$ cat src/rtl/ifetch_pkg.sv
// ifetch_pkg: shared types for the instruction fetch queue.
// Holds default depth, queue entry layout and the empty entry.
package ifetch_pkg;

  localparam int DEPTH_DEF = 4;

  typedef struct packed {
    logic [31:0] pc;
    logic [31:0] inst;
  } entry_t;

  localparam int     ENTRY_W     = $bits(entry_t);
  localparam entry_t ENTRY_EMPTY = '0;

endpackage

$ cat src/rtl/ifetch_queue_if.sv
// ifetch_queue_if: PC input, imem read port and decode handshake.
// master = queue side, slave = PC unit / imem / decode side.
interface ifetch_queue_if
  import ifetch_pkg::*;
#(
  parameter int DEPTH = DEPTH_DEF
) ();

  localparam int CW = $clog2(DEPTH) + 1;

  logic [31:0]   pc_in;
  logic          pc_valid;
  logic          pc_ready;
  logic          flush;
  logic          imem_en;
  logic [31:0]   imem_addr;
  logic [31:0]   imem_rdata;
  logic [31:0]   inst_out;
  logic [31:0]   inst_pc;
  logic          inst_valid;
  logic          inst_ready;
  logic [CW-1:0] count;
  logic          align_err;

  modport master (
    input  pc_in, pc_valid, flush,
    input  imem_rdata, inst_ready,
    output pc_ready, imem_en, imem_addr,
    output inst_out, inst_pc, inst_valid,
    output count, align_err
  );

  modport slave (
    output pc_in, pc_valid, flush,
    output imem_rdata, inst_ready,
    input  pc_ready, imem_en, imem_addr,
    input  inst_out, inst_pc, inst_valid,
    input  count, align_err
  );

endinterface

$ cat src/rtl/sync_fifo.sv
// sync_fifo: DEPTH x W circular buffer, sync clr and flush clear.
// Ports: clk, clr, flush, push/din, pop/dout, count; dout=0 when empty.
module sync_fifo #(
  parameter int DEPTH = 4,
  parameter int W     = 64
) (
  input  logic                     clk,
  input  logic                     clr,
  input  logic                     flush,
  input  logic                     push,
  input  logic [W-1:0]             din,
  input  logic                     pop,
  output logic [W-1:0]             dout,
  output logic [$clog2(DEPTH):0]   count
);

  localparam int PW = $clog2(DEPTH);
  localparam int CW = PW + 1;

  logic [W-1:0]  mem_q [DEPTH];
  logic [PW-1:0] head_q, head_d;
  logic [PW-1:0] tail_q, tail_d;
  logic [CW-1:0] cnt_q, cnt_d;

  always_comb begin
    head_d = head_q;
    tail_d = tail_q;
    cnt_d  = cnt_q;
    if (flush) begin
      head_d = '0;
      tail_d = '0;
      cnt_d  = '0;
    end else begin
      if (push) tail_d = tail_q + 1'b1;
      if (pop)  head_d = head_q + 1'b1;
      unique case ({push, pop})
        2'b10:   cnt_d = cnt_q + 1'b1;
        2'b01:   cnt_d = cnt_q - 1'b1;
        default: cnt_d = cnt_q;
      endcase
    end
  end

  always_ff @(posedge clk) begin
    if (clr) begin
      head_q <= '0;
      tail_q <= '0;
      cnt_q  <= '0;
    end else begin
      head_q <= head_d;
      tail_q <= tail_d;
      cnt_q  <= cnt_d;
    end
  end

  // Storage needs no reset: count gates every read.
  always_ff @(posedge clk) begin
    if (push && !flush) mem_q[tail_q] <= din;
  end

  assign dout  = (cnt_q != '0) ? mem_q[head_q] : '0;
  assign count = cnt_q;

endmodule

$ cat src/rtl/ifetch_queue.sv
// ifetch_queue: fetch addr -> 1-cycle imem -> queue -> decode.
// Ports: clk, clr (sync, active-high), bus (ifetch_queue_if.master); macro FETCH_ALIGN_CHK_EN.
module ifetch_queue
  import ifetch_pkg::*;
#(
  parameter int DEPTH = DEPTH_DEF
) (
  input logic            clk,
  input logic            clr,
  ifetch_queue_if.master bus
);

  localparam int CW = $clog2(DEPTH) + 1;
  localparam int OW = CW + 1;
  localparam logic [OW-1:0] DEPTH_C = OW'(DEPTH);

  logic          pend_v_q, pend_v_d;
  logic [31:0]   pend_pc_q, pend_pc_d;
  logic          accept;
  logic          fetch;
  logic          push;
  logic          pop;
  logic [OW-1:0] occ;
  logic [CW-1:0] cnt;
  entry_t        din;
  entry_t        dout;

  // In-flight read reserves a slot, so no push ever hits a full queue.
  assign occ = {1'b0, cnt} + {{CW{1'b0}}, pend_v_q};

  assign bus.pc_ready = !clr && !bus.flush && (occ < DEPTH_C);
  assign accept       = bus.pc_valid && bus.pc_ready;

`ifdef FETCH_ALIGN_CHK_EN
  logic misal;
  logic align_err_q, align_err_d;

  assign misal = bus.pc_in[1:0] != 2'b00;
  assign fetch = accept && !misal;

  always_comb begin
    align_err_d = align_err_q;
    if (accept && misal) align_err_d = 1'b1;
  end

  always_ff @(posedge clk) begin
    if (clr) align_err_q <= 1'b0;
    else     align_err_q <= align_err_d;
  end

  assign bus.align_err = align_err_q;
`else
  assign fetch         = accept;
  assign bus.align_err = 1'b0;
`endif

  assign bus.imem_en   = fetch;
  assign bus.imem_addr = fetch ? {bus.pc_in[31:2], 2'b00} : '0;

  always_comb begin
    pend_v_d  = fetch;
    pend_pc_d = fetch ? bus.pc_in : pend_pc_q;
  end

  always_ff @(posedge clk) begin
    if (clr) begin
      pend_v_q  <= 1'b0;
      pend_pc_q <= '0;
    end else begin
      pend_v_q  <= pend_v_d;
      pend_pc_q <= pend_pc_d;
    end
  end

  // A return landing in the flush cycle is stale.
  assign push = pend_v_q && !bus.flush;
  assign pop  = bus.inst_valid && bus.inst_ready && !bus.flush;

  assign din = '{pc: pend_pc_q, inst: bus.imem_rdata};

  sync_fifo #(
    .DEPTH (DEPTH),
    .W     (ENTRY_W)
  ) u_fifo (
    .clk   (clk),
    .clr   (clr),
    .flush (bus.flush),
    .push  (push),
    .din   (din),
    .pop   (pop),
    .dout  (dout),
    .count (cnt)
  );

  assign bus.count      = cnt;
  assign bus.inst_valid = cnt != '0;
  assign bus.inst_out   = dout.inst;
  assign bus.inst_pc    = dout.pc;

endmodule

$ cat src/flat_wrapper.sv
// flat-port wrapper written by rule: the top's interface ports become plain ports
module ifetch_queue_flat import ifetch_pkg::*;
#(
  parameter int DEPTH = DEPTH_DEF
)
  (clk, clr, bus_pc_in, bus_pc_valid, bus_flush, bus_imem_rdata, bus_inst_ready, bus_pc_ready, bus_imem_en, bus_imem_addr, bus_inst_out, bus_inst_pc, bus_inst_valid, bus_count, bus_align_err);
  ifetch_queue_if #(.DEPTH(DEPTH)) bus_i ();
  input logic clk;
  input logic clr;
  input wire logic [$bits(bus_i.pc_in)-1:0] bus_pc_in;
  input wire logic [$bits(bus_i.pc_valid)-1:0] bus_pc_valid;
  input wire logic [$bits(bus_i.flush)-1:0] bus_flush;
  input wire logic [$bits(bus_i.imem_rdata)-1:0] bus_imem_rdata;
  input wire logic [$bits(bus_i.inst_ready)-1:0] bus_inst_ready;
  output wire logic [$bits(bus_i.pc_ready)-1:0] bus_pc_ready;
  output wire logic [$bits(bus_i.imem_en)-1:0] bus_imem_en;
  output wire logic [$bits(bus_i.imem_addr)-1:0] bus_imem_addr;
  output wire logic [$bits(bus_i.inst_out)-1:0] bus_inst_out;
  output wire logic [$bits(bus_i.inst_pc)-1:0] bus_inst_pc;
  output wire logic [$bits(bus_i.inst_valid)-1:0] bus_inst_valid;
  output wire logic [$bits(bus_i.count)-1:0] bus_count;
  output wire logic [$bits(bus_i.align_err)-1:0] bus_align_err;
  assign bus_i.pc_in = bus_pc_in;
  assign bus_i.pc_valid = bus_pc_valid;
  assign bus_i.flush = bus_flush;
  assign bus_i.imem_rdata = bus_imem_rdata;
  assign bus_i.inst_ready = bus_inst_ready;
  assign bus_pc_ready = bus_i.pc_ready;
  assign bus_imem_en = bus_i.imem_en;
  assign bus_imem_addr = bus_i.imem_addr;
  assign bus_inst_out = bus_i.inst_out;
  assign bus_inst_pc = bus_i.inst_pc;
  assign bus_inst_valid = bus_i.inst_valid;
  assign bus_count = bus_i.count;
  assign bus_align_err = bus_i.align_err;
  ifetch_queue #(.DEPTH(DEPTH)) u_core (.clk(clk), .clr(clr), .bus(bus_i));
endmodule
$ cat config.mk
export PLATFORM = sky130hd
export DESIGN_NAME = ifetch_queue_flat
export DESIGN_NICKNAME = d
export VERILOG_FILES = /design/src/rtl/ifetch_pkg.sv /design/src/rtl/ifetch_queue_if.sv /design/src/rtl/sync_fifo.sv /design/src/rtl/ifetch_queue.sv /design/src/flat_wrapper.sv
export SDC_FILE = /design/constraint.sdc
export NUM_CORES = 1
export LEC_CHECK = 0
export ABC_CLOCK_PERIOD_IN_PS = 5000
export CAP_MARGIN = 5
export CORE_MARGIN = 3
export CORE_UTILIZATION = 45
export DETAILED_ROUTE_END_ITERATION = 6
export GPL_ROUTABILITY_DRIVEN = 0
export PLACE_DENSITY = 0.76
export SKIP_LAST_GASP = 1
export SLEW_MARGIN = 40
export SYNTH_ARGS = -nofsm -noshare
export SYNTH_HDL_FRONTEND = slang
export SYNTH_SLANG_ARGS = --single-unit
$ cat constraint.sdc
create_clock -name clk -period 5 [get_ports clk]
set_input_delay 1 -clock clk [delete_from_list [all_inputs] [get_ports clk]]
set_output_delay 1 -clock clk [all_outputs]
set_load 0.005 [all_outputs]
Word-level counts from Yosys, hierarchy flattened --
Memories as Yosys holds them, arrays and structs flattened. A register that Yosys moved wholly into a read port is not among the register bits. Cells that the tools add are included.
Word-level totals: register bits 40, RAM bits 256, output and inout port bits 103, logic and storage cells 33, memories kept 1
Cells by class: add/subtract/negate cells 5, magnitude comparators 1, equal/unequal tests 2, muxes and demuxes 7, reductions and logical operators 12
Memory list:
- u_core.u_fifo.mem_q | words 4, width 64, rd ports 1, clocked after Yosys merged registers in 1, wr ports 1, RTL line sync_fifo.sv:20 | logic [W-1:0] mem_q [DEPTH];
Operators with widths (number):
- $mux 64 | 1
- $mux 32 | 1
- $logic_and 1x1->1 | 7
- $pmux 3 s2 | 1
- $add 2x1->2 const B | 2
- $add 3x1->4 | 1
- $lt 4x3->1 const B | 1
- $mux 2 | 2
- $add 3x1->3 const B | 1
- $reduce_bool 3->1 | 1
- $sub 3x1->3 const B | 1
- $eq 2x1->1 const B | 1
- $eq 2x2->1 const B | 1
- $logic_not 1->1 | 2
- $mux 1 | 2
- $reduce_bool 2->1 | 1
- $reduce_or 2->1 | 1

Longest topological paths before layout --
Gate-level depths: netlist of the first run.
word-level depth 5, mapped depth 8

Modules after synthesis --
From an unflattened synthesis of the first run, not the netlist that was laid out.
Unflattened totals: cell total of the unflattened synthesis 607, area total of the unflattened synthesis 11593.6 um2
By module, submodules not included:
- sync_fifo | times used 1, cells an instance 452, area each 10108.4 um2, seq. area each 7867.5 um2
- ifetch_queue | times used 1, cells an instance 155, area each 1485.2 um2, seq. area each 660.6 um2

Worst setup path before layout of the first run --
No wires, ideal clock.
kind input-to-reg, start point in bus_flush, end point mem u_core.u_fifo.mem_q[0][0] (enable), setup time 0.429 ns, arrival 2.732 ns, data required time 4.571 ns, setup slack 1.839 ns, stages on the path 2, buffers on the path 0, path through nor2b_1 > and2_1
On the way: word-level cells in the longest chain between the ends 5
Ends and longest elaborated chain:
- start, declared | RTL line flat_wrapper.sv:12 | input wire logic [$bits(bus_i.flush)-1:0] bus_flush;
- $logic_not 1->1 (*) | RTL line sync_fifo.sv:58, ifetch_queue.sv:76
- $logic_and 1x1->1 | RTL line ifetch_queue.sv:76 | assign push = pend_v_q && !bus.flush;
- $logic_and 1x1->1 (*) | RTL line sync_fifo.sv:58 | if (push && !flush) mem_q[tail_q] <= din;
- $mux 1 (*) | RTL line sync_fifo.sv:58
- $mux 1 (not written as such) (*) | RTL line sync_fifo.sv:58
- end, declared | RTL line sync_fifo.sv:20
Every way passes the cells marked *; elsewhere a longest branch is shown, timed or not.

Worst setup path after layout of the first run --
start point in bus_flush, end point out bus_imem_addr[24]
On the way: word-level cells in the longest chain between the ends 5
Ends and longest elaborated chain:
- $logic_not 1->1 | RTL line ifetch_queue.sv:31 | assign bus.pc_ready = !clr && !bus.flush && (occ < DEPTH_C);
- $logic_and 1x1->1 (2 in series) | RTL line ifetch_queue.sv:31
- $logic_and 1x1->1 | RTL line ifetch_queue.sv:32 | assign accept = bus.pc_valid && bus.pc_ready;
- $mux 32 | RTL line ifetch_queue.sv:58 | assign bus.imem_addr = fetch ? {bus.pc_in[31:2], 2'b00} : '0;
- end, declared | RTL line flat_wrapper.sv:17 | output wire logic [$bits(bus_i.imem_addr)-1:0] bus_imem_addr;
Every way passes these cells.

==> results.md, run 1 <==
- Outcome: complete, no violations
- Max Clk Rate: between 200 and 250 MHz
- Vias: ~5800
- TritonCTS Buffers: 30
- CP endpoint kind: output pin
- Tmin final: approximately 4 ns
- YS warnings: 0
- Post-CTS Setup Repair Bufs: 0
- Yosys top cell area share: approximately two thirds
- First-pass GRT wire length: around 35 mm
- Final Power: about 5000 uW
- Hold WS: slightly below 0.5 ns
- Vias in the first global route: about 6100
- Post-Synthesis Cell Area: approximately 12000 um^2
- Buffer and inverter count on the worst path: 3
- DIE AREA: 27800 um^2
- Logic gate share of total power: 3.4%
- Final Net Count: roughly 860
- Core area: about 25000 um^2
- Slew @ Worst Pin: 0.738 ns
- Hpwl dp: ~14 mm
- Clock power frac: ~43%
- RSZ-0062 raised after global routing: false
- Post-synth EDFFs: 256
- CP dominant cell by count: clkdlybuf4s50_1
- Sw power: roughly 960 uW
- Initial Util: 46.0%
- Worst IR Drop VDD: around 200 uV
- Inserted Diodes: 0
- Ratio of final minimum period to clock period: 81.6%
- Clock Path Buffers: 3
- Synth area leader: edfxtp_1
- Largest net degree at the start of global routing: 46
- Max-cap check violation count: 0
- Cell internal pwr: 4120 uW
- H-Tree Depth: 1
- Synthesis-stage register bit count: ~300
- Worst path max stage delay: around 0.5 ns
- Pwr Density: roughly 340 nW/um^2
- Endpoints failing setup: 0
- Chip height: 167 um
- Antenna violations before repair: 0
- Leak: between 0.004 and 0.005 uW
- Net Sw Frac: about a fifth
- Post-CTS resize count: 0
- Clock root buffer: clkbuf_16
- Gr ovfl total: 0
- Top delay family on crit path: buffers and inverters
- Synth cell count leaders: edfxtp_1 (256), and2_1 (98), mux4_2 (64), dfxtp_1 (42), nor2b_1 (33)
- Vias per std cell: 5.10
- Ports: between 150 and 200
- Crit path max-delay cell type: clkdlybuf4s50_1
- Critical path peak fanout: 27
- Synth top area cells: edfxtp_1 (66%), mux4_2 (12%), dfxtp_1 (7.2%)
- Post-Layout Cell Count: about 1100
- Final Util: between 50% and 60%
- Register share of total power: a little over half
- CTS hold repair buffers: 0
- Ys flop type: edfxtp_1
- Most numerous cell in the Yosys netlist: edfxtp_1
- Setup total negative slack: 0 ns
- Gr usage total: around 16%
- Worst-Skew Late Latency: ~0.53 ns
- Number of cells after detailed placement: ~1100
- Final Hold Viols: 0
- Mapped Cells: 600
- Register area share after synthesis: around three quarters
- DRT iter0 DRCs: approximately 410
- Sink Count: roughly 300
- HP Class: flip-flop to flip-flop
- Syn Area/Cell: approximately 19 um^2
- Cell row count: slightly below 60
- Fin. max-slew vios: 0
- Critical Path AT: 3.08 ns
- Clock Skew: around 0.0096 ns
- Share of flip-flops with an asynchronous set or reset: 0%
- Distinct cells, synth: 30
- Routed wire length: about 22 mm
- Critical Path Start Type: input pin
- Setup CP Type: input pin to output pin
- Port bufs: 168
- Area growth syn-to-layout: 26.9%
- CTS tree: yes
- Die width: about 170 um
- Share of cells above drive strength 1: about a fifth
- DRC: 0
- CP cell instances: clkdlybuf4s50_1, or3_4, nor3b_4, buf_4, and2_1, clkdlybuf4s50_1
- Total iterations of the first detailed-routing run: 4
- WL/cell: approximately 20 um
- Relative max-transition margin: around 51%
- Required time of the worst setup path: 4.00 ns
- Post-DRT Antenna Nets: 0
- Clk pin slew, worst setup/hold paths: 0.06 ns
==> through the flow <==
stage	area [um^2]	setup WS, ns
2_1_floorplan	11600	1.84
3_3_place_gp	13600	0.934
3_5_place_dp	13800	0.912
4_1_cts	14700	0.900
5_1_grt	14700	0.786
6_report	14700	0.918
==> path summary, 6_finish.rpt <==
check,start,end,slack [ns],depth (start not counted)
worst min-delay path,u_core.pend_pc_q[9],u_core.u_fifo.mem_q[1][41],0.49,0
worst min register to register,u_core.pend_pc_q[9],u_core.u_fifo.mem_q[1][41],0.49,0
worst max-delay path,bus_flush,bus_imem_addr[24],0.92,6
worst max register to register,u_core.u_fifo.count[2],u_core.pend_pc_q[4],2.91,5
==> metal layers <==
metal  vias up  part of all wire (%)  global-route usage (%)
met5         -                     0                       0
met4         0                   1.2                    2.98
met3        26                   5.3                    3.13
met2       165                    50                    27.2
met1      2919                    43                    21.7
li1       2664                     -                       -
==> sequential cells by signal, summed over array words and instances, names as in the netlist, named ones only <==
signal / count
u_core.u_fifo.mem_q: 256
u_core.pend_pc_q: 32
u_core.u_fifo.count: 3
u_core.u_fifo.head_q: 2
u_core.u_fifo.tail_q: 2
u_core.pend_v_q: 1
==> area by class of cell <==
cell class	count	area, um^2
clock buffers	38	802
clock inverters	17	165
fillers	1902	10500
inverters	6	22.5
multi-input cells	264	2920
flip-flops and latches	298	8540
well taps	330	413
repair buffers	180	1880
==> cell families (layout without fill, tap and decap cells) <==
kind of cell             after synthesis  count (layout)  share of synthesized area [%]
flip-flops                           298             298                           73.4
AND/OR/NAND/NOR                      148             148                           7.92
multiplexers                          97              97                           15.6
buffers and inverters                 40             241                           1.67
adder cells (fa/ha/maj)                6               6                          0.711
AO/OA/AOI/OAI                          5               5                          0.269
XOR/XNOR                               5               5                          0.377
other                                  1               3                         0.0323
==> power groups by stage <==
stage | clock, uW | combinational, uW | sequential, uW
final | 2160 | 173 | 2740
after global routing | 2310 | 188 | 2750
after CTS | 2220 | 177 | 2740
after detailed placement | 0 | 175 | 2800
after global placement | 0 | 171 | 2790
after floorplan | 0 | 67.6 | 2790
==> cell usage in the layout, fill, tap and decap left out, drive strengths merged <==
cell type	instances
edfxtp	256
clkdlybuf4s50	167
and2	98
mux4	64
dfxtp	42
clkbuf	38
nor2b	33
mux2	32
buf	13
clkinv	11
nor2	10
inv	7
ha	5
xor2	4
conb	3
bufinv	3
or3	3
a21oi	2
clkinvlp	2
nor3b	2
and3	1
o31ai	1
or2	1
xnor2	1
o311ai	1
mux2i	1
o21ai	1
fa	1
No activity file was read; power rests on OpenSTA's default activity.
==> run 2: changes to the inputs <==
- ABC_CLOCK_PERIOD_IN_PS: 5000 -> 4050
- clock period: 5 -> 4.05 ns (I/O delays scaled with it)
==> results.md, run 2 (synthesized netlist as in run 1, its figures left out) <==
- Gr usage total: 16.1% (+0.20 points)
- H-Tree Depth: 1 (unchanged)
- WL/cell: 19.9 um (+0.90%)
- Share of cells above drive strength 1: 20.2% (+0.024 points)
- Biggest register: u_core.u_fifo.mem_q
- Leak: 0.00480 uW (+0.16%)
- Relative max-transition margin: 56.6% (+5.8 points)
- Routed wire length: 22.6 mm (+1.3%)
- Pwr Density: 423 nW/um^2 (+23%)
- Clk pin slew, worst setup/hold paths: 0.06 ns (about the same)
- Slew @ Worst Pin: 0.651 ns (-0.0872 ns)
- Chip height: 167 um (unchanged)
- Gr ovfl total: 0 (unchanged)
- CTS tree: yes
- Most frequent cells in the layout: edfxtp_1 (256), clkdlybuf4s50_1 (167), and2_1 (94)
- HP Class: flip-flop to flip-flop
- FF/Latch Area: 8540 um^2 (unchanged)
- Required time of the worst setup path: 3.24 ns (-0.76 ns)
- Clock Skew: 0.0153 ns (+0.00566 ns)
- Reg2reg end: u_core.pend_pc_q[27]
- TritonCTS Buffers: 30 (unchanged)
- RR Startpoint: u_core.u_fifo.count[2]
- Setup CP Type: input pin to output pin
- CP endpoint kind: output pin
- Final Hold Viols: 0 (unchanged)
- Hpwl dp: 13.7 mm (-0.90%)
- Vias: 5882 (+1.9%)
- R2R Setup Slk: 2.01 ns (-0.90 ns)
- DIE AREA: 27800 um^2 (unchanged)
- Port bufs: 168 (unchanged)
- Total iterations of the first detailed-routing run: 4 (unchanged)
- Antenna violations before repair: 0 (unchanged)
- Cell row count: 58 (unchanged)
- DRC: 0 (unchanged)
- Post-CTS resize count: 0 (unchanged)
- Vias in the first global route: 6256 (+1.9%)
- Core area: 25300 um^2 (unchanged)
- Largest net degree at the start of global routing: 66 (+43%)
- Crit path from: bus_flush
- Critical path peak fanout: 56 (+110%)
- Max reg flops: 256 (unchanged)
- Multi-input logic area: 2910 um^2 (-0.13%)
- Tmin final: about 3.7 ns
- CTS hold repair buffers: 0 (unchanged)
- Fin. max-slew vios: 0 (unchanged)
- Crit path capture: bus_imem_addr[24]
- Area growth syn-to-layout: 26.8% (about the same)
- Initial Util: 46.0% (unchanged)
- Critical Path AT: 2.88 ns (-0.20 ns)
- First-pass GRT wire length: 35.4 mm (+0.12%)
- Outcome: complete, no violations
- DRT iter0 DRCs: 279 (-32%)
- Ports: 172 (unchanged)
- Inserted Diodes: 0 (unchanged)
- Sink Count: 298 (unchanged)
- Worst slack at placement: 0.324 ns (-0.588 ns)
- Final Net Count: 860 (+0.58%)
- Clock Path Buffers: 3 (unchanged)
- Worst Reg2Reg Path Length in Cells: 5 (unchanged)
- Min-delay src: u_core.pend_pc_q[14]
- Post-CTS Setup Repair Bufs: 0 (unchanged)
- Max-cap check violation count: 0 (unchanged)
- Critical Path Start Type: input pin
- Clock root buffer: clkbuf_16
- Vias per std cell: 5.17 (+1.5%)
- Commonest non-fill, non-tap cell in the layout: edfxtp_1
- Die width: 167 um (unchanged)
- Endpoints failing setup: 0 (unchanged)
- Worst IR Drop VDD: 244 uV (+25%)
- Worst-Skew Late Latency: 0.54 ns (about the same)
- RSZ-0062 raised after global routing: false
- Final WS setup: 0.359 ns (-0.559 ns)
- Ratio of final minimum period to clock period: around 91%
- Post-DRT Antenna Nets: 0 (unchanged)
- Max Clk Rate: around 270 MHz
- Fillers: 1916 (+0.74%)
- Setup total negative slack: 0 ns (unchanged)
run 2: cell count changes in the layout (fill, tap and decap cells not counted), moves of 2 or more:
cell	before	now
buf_4	4	10
clkinv_2	8	4
buf_16	2	0
clkbuf_8	0	2
clkinv_1	3	5
run 2: stage by stage:
step	hold slack, ns	area [um^2]	utilization [%]	power [uW]	instances
2_1_floorplan	0.452	11600	-	3530	602
3_3_place_gp	0.470	13800	54.5	3670	1083
3_5_place_dp	0.481	13800	54.5	3670	1083
4_1_cts	0.495	14700	58.3	6310	1137
5_1_grt	0.515	14700	58.3	6450	1137
6_report	0.495	14700	58.3	6230	1137
run 2: how the worst min path moves through the flow:
| stage | end | depth (start not counted) | slack [ns] |
|---|---|---|---|
| 2_1_floorplan | u_core.u_fifo.mem_q[0][32] | 0 | 0.45 |
| 3_3_place_gp | u_core.u_fifo.mem_q[2][32] | 0 | 0.47 |
| 3_5_place_dp | u_core.u_fifo.mem_q[3][49] | 0 | 0.48 |
| 4_1_cts | u_core.u_fifo.mem_q[3][46] | 0 | 0.49 |
| 5_1_grt | u_core.u_fifo.mem_q[2][49] | 0 | 0.51 |
| 6_report | u_core.u_fifo.mem_q[2][46] | 0 | 0.49 |
run 2: area by class of cell:
cell class	count	share of cell area (%)
inverter	6	0.153
multi-input combinational	264	19.8
clock buffer	41	5.66
timing repair buffer	185	12.8
clock inverter	13	0.782
sequential	298	58.0
tap	330	2.80
run 2: where the power goes:
part | switching [uW] | internal [uW]
logic | 83.1 | 134
clock network | 1070 | 1560
registers | 25.1 | 3360
total | 1180 | 5050
run 2: per-layer routing:
layer	part of all wire [%]	track usage, %	vias up
li1	-	-	2674
met1	43	21.7	3001
met2	50	27.5	177
met3	5.2	3.23	30
met4	1.5	3.80	0
met5	0	0	-
run 2: critical path: stages:
cell and delay [ns]:
clkdlybuf4s50_1 0.46, or3_4 0.41, nor3b_4 0.23, buf_12 0.26
and2_1 0.17, clkdlybuf4s50_1 0.50
==> run 3: changes to the inputs <==
- CTS_BUF_LIST: not set -> sky130_fd_sc_hd__clkbuf_4 sky130_fd_sc_hd__clkbuf_8
- PLACE_DENSITY: 0.76 -> 0.68
==> results.md, run 3 (synthesized netlist as in run 1, its figures left out) <==
- Vias: 5924 (+0.71%)
- First-pass GRT wire length: 35.6 mm (+0.70%)
- Clock root buffer: clkbuf_8
- Post-CTS Setup Repair Bufs: 0 (unchanged)
- Critical path peak fanout: 44 (-21%)
- Endpoints failing setup: 0 (unchanged)
- Hold WS: 0.488 ns (-0.00648 ns)
- CP endpoint kind: output pin
- Worst Reg2Reg Path Length in Cells: 8 (+3)
- CTS tree: yes
- TritonCTS Buffers: 46 (+53%)
- Clock Skew: 0.00740 ns (-0.00790 ns)
- DRT iter0 DRCs: 267 (-4.3%)
- Area growth syn-to-layout: 26.3%
- Setup CP Type: input pin to output pin
- Vias in the first global route: 6554 (+4.8%)
- Hpwl dp: 13.3 mm (-3.0%)
- Ratio of final minimum period to clock period: 91.1% (about the same)
- Most frequent cells in the layout: edfxtp_1 (256), clkdlybuf4s50_1 (168), and2_1 (94)
- Chip height: 167 um (unchanged)
- Port bufs: 168 (unchanged)
- Final WS setup: 0.359 ns (+0.000127 ns)
- Antenna violations before repair: 0 (unchanged)
- Number of cells after detailed placement: 1077 (-0.55%)
- Critical Path Start Type: input pin
- Fin. max-slew vios: 0 (unchanged)
- Final Power: 6030 uW (-3.3%)
- Crit path from: bus_flush
- Final Net Count: 870 (+1.2%)
- Tmin final: 3.69 ns (-0.000127 ns)
- Routed wire length: 22.5 mm (-0.54%)
- Reg2reg end: u_core.u_fifo.count[2]
- Biggest register: u_core.u_fifo.mem_q
- RSZ-0062 raised after global routing: false
- Relative max-transition margin: 54.1% (-2.5 points)
- Largest net degree at the start of global routing: 66 (unchanged)
- Worst IR Drop VDD: 199 uV (-18%)
- Gr usage total: 16.3% (+0.17 points)
- Post-DRT Antenna Nets: 0 (unchanged)
- Ports: 172 (unchanged)
- Total iterations of the first detailed-routing run: 4 (unchanged)
- R2R Setup Slk: 2.03 ns (+0.02 ns)
- WL/cell: 19.4 um (-2.7%)
- Pwr Density: 411 nW/um^2 (-3.0%)
- Leak: 0.00480 uW (about the same)
- Setup total negative slack: 0 ns (unchanged)
- DRC: 0 (unchanged)
- Inserted Diodes: 0 (unchanged)
- Clk pin slew, worst setup/hold paths: 0.05 ns (about the same)
- RR Startpoint: u_core.u_fifo.count[0]
- Clock Path Buffers: 3 (unchanged)
- Critical Path AT: 2.88 ns (about the same)
- HP Class: flip-flop to flip-flop
- DIE AREA: 27800 um^2 (unchanged)
- Commonest non-fill, non-tap cell in the layout: edfxtp_1
- CTS hold repair buffers: 0 (unchanged)
- Worst slack at placement: 0.340 ns (+0.0152 ns)
- Share of cells above drive strength 1: 22.6% (+2.4 points)
- Worst-Skew Late Latency: 0.53 ns (about the same)
- H-Tree Depth: 2 (+1)
- Core area: 25300 um^2 (unchanged)
- Slew @ Worst Pin: 0.688 ns (+0.0372 ns)
- Final Hold Viols: 0 (unchanged)
- Gr ovfl total: 0 (unchanged)
- Initial Util: 46.0% (unchanged)
- Crit path capture: bus_imem_addr[29]
- Required time of the worst setup path: 3.24 ns (about the same)
- Outcome: complete, no violations
- Cell row count: 58 (unchanged)
- Max Clk Rate: 271 MHz (about the same)
- Max reg flops: 256 (unchanged)
- Max-cap check violation count: 0 (unchanged)
- Sink Count: 298 (unchanged)
- Vias per std cell: 5.10 (-1.5%)
- Post-CTS resize count: 0 (unchanged)
- Post-Layout Cell Count: 1162 (+2.2%)
- Die width: 167 um (unchanged)
[run 3: cell types whose count changed in the layout (fill, tap and decap cells not counted), sizes merged]
cell           delta
clkbuf           +31
bufinv            -2
clkinvlp          -1
clkinv            +3
buf               -7
clkdlybuf4s50     +1
[run 3: layer usage]
metal | GRT usage (%) | up-vias | wire length [um]
li1 | - | 2697 | -
met1 | 21.6 | 3012 | 9950
met2 | 27.6 | 181 | 10900
met3 | 3.75 | 34 | 1260
met4 | 3.98 | 0 | 348
met5 | 0 | - | 0
[run 3: layout make-up]
type | instances | area (um^2)
Fill cell | 1919 | 10600
Sequential cell | 298 | 8540
Multi-Input combinational cell | 264 | 2920
Timing Repair Buffer | 179 | 1850
Clock buffer | 72 | 878
Tap cell | 330 | 413
Clock inverter | 13 | 50.0
Inverter | 6 | 22.5
[run 3: worst max-delay path, stage by stage]
cell             delay (ns)
clkdlybuf4s50_1        0.46
or3_4                  0.42
nor3b_4                0.25
buf_12                 0.24
and2_1                 0.16
clkdlybuf4s50_1        0.51
[run 3: where the power goes]
part	total (uW)	leakage [uW]	internal (uW)	switching [uW]
clock network	2420	0.000494	1370	1050
logic	216	0.00164	134	81.7
registers	3390	0.00266	3360	24.5
total	6030	0.00480	4870	1160
[run 3: through the flow]
stage / util (%) / cell area [um^2]
2_1_floorplan: - / 11600
5_1_grt: 58.1 / 14700
3_3_place_gp: 54.2 / 13700
3_5_place_dp: 54.4 / 13700
6_report: 58.1 / 14700
4_1_cts: 58.1 / 14700
[run 3: how the worst min path moves through the flow]
stage	startpoint	end	slack [ns]	cells after the start
6_report	u_core.pend_pc_q[22]	u_core.u_fifo.mem_q[3][54]	0.49	0
5_1_grt	u_core.pend_pc_q[12]	u_core.u_fifo.mem_q[0][44]	0.50	0
4_1_cts	u_core.pend_pc_q[5]	u_core.u_fifo.mem_q[0][37]	0.49	0
3_5_place_dp	u_core.pend_pc_q[16]	u_core.u_fifo.mem_q[1][48]	0.48	0
3_3_place_gp	u_core.pend_pc_q[29]	u_core.u_fifo.mem_q[0][61]	0.46	0
2_1_floorplan	u_core.pend_pc_q[0]	u_core.u_fifo.mem_q[0][32]	0.45	0
